===== src/rtl/serial_link_pkg.sv =====
// Constants and types shared by both ends of the header/data/footer serial link.
package serial_link_pkg;

  localparam logic [3:0] HEADER   = 4'b1010;
  localparam logic [3:0] FOOTER   = 4'b0111;
  localparam int         MAX_BITS = 32;

  typedef enum logic [1:0] {
    IDLE = 2'd0,
    HEAD = 2'd1,
    DATA = 2'd2,
    FOOT = 2'd3
  } state_t;

  // A length field of 0 stands for a full 32-bit word.
  function automatic logic [5:0] len_to_n(input logic [4:0] length);
    return (length == 5'd0) ? 6'(MAX_BITS) : {1'b0, length};
  endfunction

endpackage


===== src/rtl/serial_bit_timer.sv =====
// Divides clk_i into serial_clk bit periods: CLK_DIV cycles low, then CLK_DIV cycles high.
module serial_bit_timer #(
  parameter int CLK_DIV = 4
) (
  input  logic clk_i,
  input  logic rst_i,
  input  logic en,
  output logic serial_clk,
  output logic bit_start,
  output logic bit_end
);

  localparam int                CNT_W   = $clog2(2 * CLK_DIV);
  localparam logic [CNT_W-1:0] CNT_RISE = CNT_W'(CLK_DIV - 1);
  localparam logic [CNT_W-1:0] CNT_LAST = CNT_W'(2 * CLK_DIV - 1);

  logic [CNT_W-1:0] cnt;

  always_ff @(posedge clk_i or negedge rst_i) begin
    if (!rst_i) begin
      cnt        <= '0;
      serial_clk <= 1'b0;
    end else if (!en) begin
      cnt        <= '0;
      serial_clk <= 1'b0;
    end else if (cnt == CNT_LAST) begin
      cnt        <= '0;
      serial_clk <= 1'b0;
    end else begin
      cnt <= cnt + 1'b1;
      if (cnt == CNT_RISE) serial_clk <= 1'b1;
    end
  end

  // The edge that closes a bit's high phase is the edge that opens the next low phase.
  assign bit_end   = en && (cnt == CNT_LAST);
  assign bit_start = bit_end;

endmodule


===== src/rtl/serial_tx.sv =====
// Frame transmitter: sends header 1010, N data bits MSB-first, footer 0111 on a generated serial clock.
module serial_tx
  import serial_link_pkg::*;
#(
  parameter int CLK_DIV = 4
) (
  input  logic        clk_i,
  input  logic        rst_i,
  input  logic [31:0] dat_i,
  input  logic [4:0]  length_i,
  input  logic        valid_i,
  output logic        ready_o,
  output logic        serial_clk,
  output logic        serial_o,
  output logic        busy_o,
  output logic        done_o
);

  state_t      state;
  logic [4:0]  bit_cnt;
  logic [5:0]  n_reg;
  logic [31:0] dat_reg;
  logic [4:0]  n_last;
  logic [1:0]  nib_idx;
  logic        next_bit;
  logic        bit_start;
  logic        bit_end;

  serial_bit_timer #(
    .CLK_DIV(CLK_DIV)
  ) u_timer (
    .clk_i     (clk_i),
    .rst_i     (rst_i),
    .en        (busy_o),
    .serial_clk(serial_clk),
    .bit_start (bit_start),
    .bit_end   (bit_end)
  );

  assign n_last = 5'(n_reg - 6'd1);

  // Value serial_o takes when the next bit period opens.
  always_comb begin
    nib_idx  = bit_cnt[1:0] - 2'd1;
    next_bit = 1'b0;
    case (state)
      HEAD:    next_bit = (bit_cnt == 5'd0) ? dat_reg[n_last] : HEADER[nib_idx];
      DATA:    next_bit = (bit_cnt == 5'd0) ? FOOTER[3] : dat_reg[bit_cnt - 5'd1];
      FOOT:    next_bit = (bit_cnt == 5'd0) ? 1'b0 : FOOTER[nib_idx];
      default: next_bit = 1'b0;
    endcase
  end

  always_ff @(posedge clk_i or negedge rst_i) begin
    if (!rst_i) begin
      state    <= IDLE;
      bit_cnt  <= '0;
      n_reg    <= '0;
      dat_reg  <= '0;
      serial_o <= 1'b0;
      busy_o   <= 1'b0;
      ready_o  <= 1'b1;
      done_o   <= 1'b0;
    end else begin
      done_o <= 1'b0;
      case (state)
        IDLE: begin
          if (valid_i && ready_o) begin
            dat_reg  <= dat_i;
            n_reg    <= len_to_n(length_i);
            bit_cnt  <= 5'd3;
            serial_o <= HEADER[3];
            busy_o   <= 1'b1;
            ready_o  <= 1'b0;
            state    <= HEAD;
          end
        end
        HEAD, DATA, FOOT: begin
          if (bit_start) serial_o <= next_bit;
          if (bit_end) begin
            if (bit_cnt != 5'd0) begin
              bit_cnt <= bit_cnt - 5'd1;
            end else if (state == HEAD) begin
              bit_cnt <= n_last;
              state   <= DATA;
            end else if (state == DATA) begin
              bit_cnt <= 5'd3;
              state   <= FOOT;
            end else begin
              busy_o  <= 1'b0;
              ready_o <= 1'b1;
              done_o  <= 1'b1;
              state   <= IDLE;
            end
          end
        end
        default: state <= IDLE;
      endcase
    end
  end

endmodule


===== config.mk =====
export PLATFORM = sky130hd
export DESIGN_NAME = serial_tx
export DESIGN_NICKNAME = d
export VERILOG_FILES = /design/src/rtl/serial_link_pkg.sv /design/src/rtl/serial_bit_timer.sv /design/src/rtl/serial_tx.sv
export SDC_FILE = /design/constraint.sdc
export NUM_CORES = 1
export LEC_CHECK = 0
export ABC_AREA = 1
export CAP_MARGIN = 20
export CORE_MARGIN = 5
export CORE_UTILIZATION = 54
export DETAILED_ROUTE_END_ITERATION = 7
export DONT_BUFFER_PORTS = 1
export GPL_TIMING_DRIVEN = 0
export PLACE_DENSITY_LB_ADDON = 0.3
export SKIP_CTS_REPAIR_TIMING = 1
export SLEW_MARGIN = 20
export SYNTH_ARGS = -nofsm -noshare
export SYNTH_HDL_FRONTEND = slang
export SYNTH_HIERARCHICAL = 1
export SYNTH_SLANG_ARGS = --single-unit

===== constraint.sdc =====
create_clock -name clk_i -period 2.7 [get_ports clk_i]
set_clock_uncertainty 0.15 [all_clocks]
set_input_delay 0.135 -clock clk_i [delete_from_list [all_inputs] [get_ports clk_i]]
set_output_delay 0.135 -clock clk_i [all_outputs]
set_load 0.1 [all_outputs]

==> results.md <==
* Status: finished, final reports clean
* Starting Density at 0.553
* Cells after Synth at 357
* Port Buffers at 0
* R2R Setup Slk at 0.27 ns
* Fillers at 444
* First-pass DRT Iterations at 5
* HP Start: valid_i
* Clk buf depth at 2
* Top delay family on crit path: simple AND/OR/NAND/NOR gates
* Final setup viols at 0
* Clock sinks at 52
* Root buffer cell: clkbuf_8
* Yosys reg bits at 52
* First-pass GRT wire length at 11.7 mm
* Worst-path clk slew at 0.09 ns
* Final Cell Area at 3630 um^2
* Vias in the first global route at 2406
* Area leader, netlist: dfrtp_1
* Total GRT Usage at 0.200
* Final GP Congestion at 0.913
* Worst slack, placed at 0.329 ns
* Final setup TNS at 0 ns
* H-tree level count at 2
* Sequential area share after synthesis at 0.430
* # rows at 27
* Max Cap Violations at 0
* WP data arrival at 2.51 ns
* Slew @ Worst Pin at 1.06 ns
* # DRC at 0
* Final HPWL DP at 5.03 mm
* Cell breakdown of the critical path: buf_6, inv_2, buf_4, ha_1, xnor2_1, nand3_1, nand3_1, nand3_1, nand3_1, nand3_1, a21oi_1
* CP Class: reg2reg
* Final hold vios at 0
* CP bufs+invs at 3
* Worst R2R Start: n_reg[0]
* P&R area growth vs syn at 20.0%
* FF-to-FF path depth at 11
* Hold Path Sink: serial_o
* GRT Residual Overflow at 0
* TritonCTS Buffers at 5
* # diodes at 0
* WHS Path Cells at 6
* CP Capture Type: flip-flop
* Slowest cell on crit path: xnor2_1
* Post-route ant nets at 0
* Crit-path max FO at 10
* Initial antenna violation count at 0
* Die ar. at 7210 um^2
* Syn_nets at 408
* Capturing point of the worst reg2reg path: serial_o
* Number of flip-flops under the largest register name at 32
* DIE WIDTH at 84.9 um
* Yosys warning count at 6
* Layout cells sized above 1 at 0.176
* Most common cell after layout, fill and taps aside: nand2_1
* Max IR drop VDD at 0.000344 V
* Clk Latency, worst-skew pair at 0.30 ns
* DR iter-0 viols at 212
* Largest net degree at the start of global routing at 53
* Commonest cells after routing, fill and taps aside: nand2_1 (90), nand3_1 (66), dfrtp_1 (51), dlygate4sd3_1 (38), mux2_2 (32)
* Drt via density at 5.53
* Final wirelength at 7.33 mm
* I/O pin total at 45
* Worst hold-check path type: in2reg
* Fin crit share at 0.899
* TritonCTS clock tree: yes
* Fin nets at 454
* Die Y-Extent at 84.9 um
* Final WS setup at 0.273 ns
* Critical Path RT at 2.79 ns
* Multi-input gate area at 1500 um^2
* Synth area leaders: dfrtp_1 (42%), mux2_2 (12%), nand2_1 (11%), nand3_1 (11%), ha_1 (4.5%)
* Seq. cell area at 1300 um^2
* Yosys top cell area share at 0.421
* Via count at 2633
* Leak at 0.00176 uW
* Average cell area after synthesis at 8.49 um^2
* FMAX at 0.412 GHz
* RSZ-0062 raised after global routing: no
* Cell variety after synth at 30
* Post-layout min period at 2.43 ns
* Design Power at 1380 uW
* Startpoint Class: flip-flop
* Relative slew slack at 0.291
* Post-place instance area at 3120 um^2
* Slowest stage delay, CP at 0.51 ns
* Crit-path most repeated cell: nand3_1
* Synthesized cell area at 3030 um^2
* Cell Pwr Density at 379 nW/um^2
* Final Max Tran Viols at 0
* Post-DR wirelength/cell at 15.4 um
* Core outline area at 5470 um^2
power by group:
part	total (uW)	switching, uW	internal (uW)
combinational	64.7	23.6	41.1
sequential	778	0	778
clock	536	261	276
total	1380	284	1090
cell families after synthesis:
family / synth area share
AO/OA/AOI/OAI: 0.0553
XOR/XNOR: 0.00868
adder cells (fa/ha/maj): 0.0454
buffers and inverters: 0.0756
flip-flops: 0.430
multiplexers: 0.119
AND/OR/NAND/NOR: 0.266
through the flow:
| stage | util | std cells | hold WS [ns] |
|---|---|---|---|
| floorplan | - | 357 | -0.311 |
| global placement | 0.570 | 429 | -0.309 |
| detailed placement | 0.570 | 429 | -0.309 |
| CTS | 0.590 | 437 | -0.644 |
| global route | 0.664 | 476 | 0.112 |
| finish | 0.664 | 476 | 0.0582 |
worst max path at each step:
stage | from | to | cells after the start
finish | n_reg[0] | serial_o | 11
global placement | n_reg[0] | serial_o | 11
floorplan | busy_o | ready_o | 12
global route | n_reg[0] | serial_o | 11
detailed placement | n_reg[0] | serial_o | 11
CTS | n_reg[0] | serial_o | 11
tightest hold or removal path, cell delays in order:
cell,delay (ns)
nand2_1,0.04
nand2_1,0.04
inv_1,0.08
nor2_1,0.06
nor2_1,0.08
a21oi_1,0.04
area by class of cell:
type | count | share of cell area
Tap cell | 72 | 0.0248
Timing Repair Buffer | 39 | 0.112
Sequential cell | 52 | 0.358
Inverter | 36 | 0.0372
Buffer | 14 | 0.0258
Clock inverter | 2 | 0.00964
Clock buffer | 6 | 0.0200
Multi-Input combinational cell | 255 | 0.412
cell usage after synthesis (all sizes together):
| master | count |
|---|---|
| nand3 | 67 |
| nand3b | 1 |
| dfrtp | 51 |
| dfstp | 1 |
| nand4 | 2 |
| a21oi | 11 |
| mux2 | 32 |
| nor2 | 18 |
| clkbuf | 1 |
| xor2 | 2 |
| xnor2 | 1 |
| o311ai | 1 |
| nor3 | 2 |
| a31oi | 1 |
| buf | 13 |
| nand2 | 91 |
| nor4 | 1 |
| o22ai | 2 |
| ha | 11 |
| o21ai | 11 |
| o21a | 1 |
| inv | 36 |
routing by layer:
| layer | vias up | wire length, um | global-route usage |
|---|---|---|---|
| li1 | 1268 | - | - |
| met1 | 1219 | 3100 | 0.275 |
| met4 | 0 | 178 | 0.0763 |
| met3 | 19 | 528 | 0.0466 |
| met5 | - | 0 | 0 |
| met2 | 127 | 3520 | 0.307 |
No activity file was read; power rests on OpenSTA's default activity.
